--- config.mk ---
export PLATFORM = sky130hd
export DESIGN_NAME = tug_score_keeper
export DESIGN_NICKNAME = d
export VERILOG_FILES = /design/src/rtl/tug_score_keeper.sv
export SDC_FILE = /design/constraint.sdc
export NUM_CORES = 1
export LEC_CHECK = 0
export CAP_MARGIN = 40
export CORE_UTILIZATION = 42
export CTS_CLUSTER_DIAMETER = 120
export DETAILED_ROUTE_END_ITERATION = 8
export GPL_TIMING_DRIVEN = 0
export PLACE_DENSITY_LB_ADDON = 0.12
export SLEW_MARGIN = 5
export SYNTH_ARGS = -nofsm -noshare
export SYNTH_HDL_FRONTEND = slang
export SYNTH_SLANG_ARGS = --single-unit
--- constraint.sdc ---
create_clock -name clk -period 1.68 [get_ports clk]
set_clock_uncertainty 0.15 [all_clocks]
set_input_delay 0.168 -clock clk [delete_from_list [all_inputs] [get_ports clk]]
set_output_delay 0.168 -clock clk [all_outputs]
set_load 0.02 [all_outputs]
--- src/rtl/tug_score_keeper.sv ---
// Tug-of-war match scorekeeper: round win decode, per-player 0-7 scores, result hold with restart pulse.
// Optional SCORE_WINNER_LETTER_EN: the winner's digit shows a letter once the match is over.
module tug_score_keeper #(
    parameter int HOLD_CYCLES = 4,
    parameter int WIN_SCORE   = 7
) (
    input  logic       clk,
    input  logic       reset,
    input  logic       L,
    input  logic       R,
    input  logic       NL,
    input  logic       NR,
    output logic       roundReset,
    output logic       freeze,
    output logic       matchOver,
    output logic [2:0] leftScore,
    output logic [2:0] rightScore,
    output logic [6:0] hexL,
    output logic [6:0] hexR
);
    localparam int             CW   = $clog2(HOLD_CYCLES);
    localparam logic [CW-1:0]  LAST = CW'(HOLD_CYCLES - 1);
    localparam logic [CW-1:0]  PRE  = CW'(HOLD_CYCLES - 2);
    localparam logic [2:0]     WIN  = 3'(WIN_SCORE);

    typedef enum logic [1:0] {PLAY, HOLD, OVER} state_t;

    state_t        state;
    logic [CW-1:0] cnt;
    logic          leftWin, rightWin;

    assign leftWin  = L & ~R & NL;
    assign rightWin = R & ~L & NR;

    always_ff @(posedge clk or posedge reset) begin
        if (reset) begin
            state      <= PLAY;
            cnt        <= '0;
            roundReset <= 1'b0;
            freeze     <= 1'b0;
            matchOver  <= 1'b0;
            leftScore  <= 3'd0;
            rightScore <= 3'd0;
        end else begin
            case (state)
                PLAY: begin
                    if (leftWin || rightWin) begin
                        freeze <= 1'b1;
                        cnt    <= '0;
                        if (leftWin) leftScore  <= leftScore + 3'd1;
                        else         rightScore <= rightScore + 3'd1;
                        if ((leftWin  && leftScore  + 3'd1 == WIN) ||
                            (rightWin && rightScore + 3'd1 == WIN)) begin
                            state     <= OVER;
                            matchOver <= 1'b1;
                        end else begin
                            state <= HOLD;
                        end
                    end
                end
                HOLD: begin
                    if (cnt == LAST) begin
                        state      <= PLAY;
                        freeze     <= 1'b0;
                        roundReset <= 1'b0;
                        cnt        <= '0;
                    end else begin
                        cnt        <= cnt + 1'b1;
                        // Pulse lands on the final hold cycle so the playfield resets with the return to PLAY.
                        roundReset <= (cnt == PRE);
                    end
                end
                OVER: ;
                default: state <= PLAY;
            endcase
        end
    end

    function automatic logic [6:0] seg(input logic [2:0] v);
        case (v)
            3'd0: seg = 7'b1000000;
            3'd1: seg = 7'b1111001;
            3'd2: seg = 7'b0100100;
            3'd3: seg = 7'b0110000;
            3'd4: seg = 7'b0011001;
            3'd5: seg = 7'b0010010;
            3'd6: seg = 7'b0000010;
            default: seg = 7'b1111000;
        endcase
    endfunction

    always_comb begin
        hexL = seg(leftScore);
        hexR = seg(rightScore);
`ifdef SCORE_WINNER_LETTER_EN
        if (state == OVER) begin
            if (leftScore == WIN) hexL = 7'b1000111;
            else                  hexR = 7'b0101111;
        end
`endif
    end
endmodule

==> results.md <==
* Final cycle utilization of the critical path at 1.15
* Area Growth Syn to Fin at 69.0%
* I/O Buffers at 28
* Post-synth EDFFs at 0
* RD Place Congestion at approximately 0.7
* Main synth FF type: dfrtp_1
* Horiz. Die Dim at just over 50 µm
* Antenna Cells at 0
* Cts hold-fix bufs at 0
* CTS Sinks at 13
* Post-route ant nets at 0
* Vias/cell at just over 5
* Die footprint at between 2000 and 3000 µm²
* Fin crit period at between 1.5 and 2 ns
* Max cap viols at 0
* Worst-margin pin slew at 0.497 ns
* Vias post-DR at ~900
* Syn nets at between 100 and 150
* HPWL after DPL at 1570 µm
* Total gr overflow at 0
* Post-Layout Inst Area at ~1700 µm²
* Crit-path cells: inv_2, ha_2, or3_4, a22oi_2, buf_4
* Hold Path Class: in -> async
* Share of cells above drive strength 1 at 0.619
* I/O pins at 29
* Die H at approximately 50 µm
* Routed len/inst at approximately 13 µm
* Filler cell count at between 100 and 150
* Synthesized area at 981 µm²
* Final setup fails at 13
* Kind of critical path: reg -> out
* Failing checks: setup timing
* Core area at between 2000 and 2500 µm²
* CTS Buffer Depth at 2
* Number of global-route vias before repair at about 840
* Root buffer cell: clkbuf_4
* Synth cell count leaders: 13 x dfrtp_1, 12 x ha_1, 10 x inv_1
* Critical path data required time at roughly 1.4 ns
* Final Hold Viols at 0
* Initial antenna violation count at 0
* H-tree Lvls at 1
* Initial Utilization at 0.443
* Placed cell area at around 1400 µm²
* Crit path capture type: output port
* # DRC at 0
* Wire length of the first global-routing pass at 3720 µm
* Critical Path Source Type: flip-flop
* Most common cell in the synthesized netlist: dfrtp_1
* WP data arrival at approximately 1.6 ns
* Clock latency on the worst-skew pair at between 0.2 and 0.3 ns
* Async SR Flop Fraction at 1.00
* Slew Viols, Final at 0
* Synth top area share at 0.332
* Area contributors post-synth: dfrtp_1 33%, ha_1 15%, inv_1 3.8%
* Row Count at 17
* Final WS setup at -0.249 ns
* Clk slew on worst S/H paths at about 0.080 ns
* Slowest cell on crit path: dfrtp_2
* CTS buffer count at 3
* TritonRoute pass-1 iters at 4
* Cells after Synth at 99
* 1st-iter DRT viols at 3
* DRT Wirelength at approximately 2300 µm
* Sequential fraction of the synthesis area at 0.332
* All-Layer GR Usage at 0.194
* Largest stage delay on the critical path at roughly 0.40 ns
* Outcome: finished, violations left
* Worst rel slew slack at 0.668
* Largest net degree at the start of global routing at 14
* Unrepaired setup endpoints after global routing: yes
* Largest area contributor in the synthesized netlist: dfrtp_1
* CTS tree: yes
* Crit-path max FO at 4
* FMAX at about 0.52 GHz
* Flops & latches, synth at 13
* Syn avg cell area at approximately 9.9 µm²
* Yosys cell types at 32
* Fin nets at approximately 170
* YS warnings at 0
[final timing paths]
check | startpoint | end | slack [ns] | depth (start not counted)
setup / recovery | rightScore[1]$_DFFE_PP0P_ | hexR[4] | -0.25 | 5
hold / removal | reset | matchOver$_DFFE_PP0P_ | 0.05 | 2
setup reg to reg | leftScore[0]$_DFFE_PP0P_ | state[0]$_DFFE_PP0P_ | 0 | 5
hold reg to reg | matchOver$_DFFE_PP0P_ | matchOver$_DFFE_PP0P_ | 0.32 | 1
max in group asynchronous | reset | leftScore[0]$_DFFE_PP0P_ | 0.96 | 2
min in group clk | matchOver$_DFFE_PP0P_ | matchOver$_DFFE_PP0P_ | 0.32 | 1
[area by class of cell]
type / instances / area, µm² / share of cell area
Multi-Input combinational cell: 75 / 822 / 0.496
Clock buffer: 4 / 26.3 / 0.0158
Timing Repair Buffer: 44 / 388 / 0.234
Sequential cell: 13 / 333 / 0.201
Inverter: 10 / 46.3 / 0.0279
Buffer: 1 / 7.51 / 0.00453
Tap cell: 28 / 35.0 / 0.0211
[layout by cell type (no fill, tap or decap), drive strengths merged]
cell            n
a21boi          1
a21o            1
a21oi           2
a22oi           1
a31o            1
a31oi           1
and3b           2
buf            30
clkbuf          4
clkdlybuf4s15   1
clkdlybuf4s50  10
clkinvlp        1
dfrtp          13
dlygate4sd2     4
ha             12
inv             9
mux2            5
mux2i           2
nand2           6
nand2b          2
nand3b          2
nor2           10
nor2b           3
nor3            7
o21a            3
o21ai           4
o21ba           1
o21bai          2
o22ai           3
o32ai           1
or3             1
xnor2           2
[sequential cells by signal, summed over array words and instances, names as in the netlist]
name and count:
cnt 2, freeze 1, roundReset 1, leftScore 3
rightScore 3, matchOver 1, state 2
[metal layers]
layer / global-route usage / part of all wire / wire, µm / vias up
li1: - / - / - / 445
met1: 0.239 / 0.43 / 986 / 427
met2: 0.336 / 0.52 / 1190 / 23
met3: 0.0606 / 0.049 / 113 / 2
met4: 0.0324 / 0.0091 / 21 / 0
met5: 0 / 0 / 0 / -
[cells by family after synthesis]
| logic type | synth area share |
|---|---|
| DFF | 0.332 |
| AOI/OAI and AO/OA | 0.158 |
| adders and majority gates | 0.153 |
| muxes | 0.0855 |
| xor gates and xnor gates | 0.0179 |
| and+or+nand+nor | 0.210 |
| buffers and inverters | 0.0434 |
[timing repair]
| item | in CTS | in global routing |
|---|---|---|
| buffers inserted | 12 | 4 |
| pin swaps | 7 | 10 |
| resized for setup | 103 | 13 |
| setup endpoints to repair | 18 | 17 |
[through the flow]
| stage | setup slack [ns] | TNS, ns | hold slack (ns) | utilization | cells |
|---|---|---|---|---|---|
| floorplan | -0.0657 | -0.0676 | -0.105 | - | 99 |
| finish | -0.249 | -1.82 | 0.0500 | 0.749 | 175 |
| detailed placement | -0.564 | -5.38 | 0.305 | 0.616 | 155 |
| global placement | -0.524 | -5.02 | 0.292 | 0.616 | 155 |
| CTS | -0.261 | -1.75 | 0.0703 | 0.712 | 171 |
| global route | -0.332 | -2.90 | 0.0970 | 0.749 | 175 |
[worst max-delay path: cells and delay by family (launching register included)]
family | cells | cell delay (ns)
AOI/OAI and AO/OA | 1 | 0.13
adders and majority gates | 1 | 0.19
buffers and inverters | 2 | 0.22
DFF | 1 | 0.40
and+or+nand+nor | 1 | 0.38
Power is not shown: default switching activity piles up to over one toggle a cycle in this logic, so the estimate is an artifact.
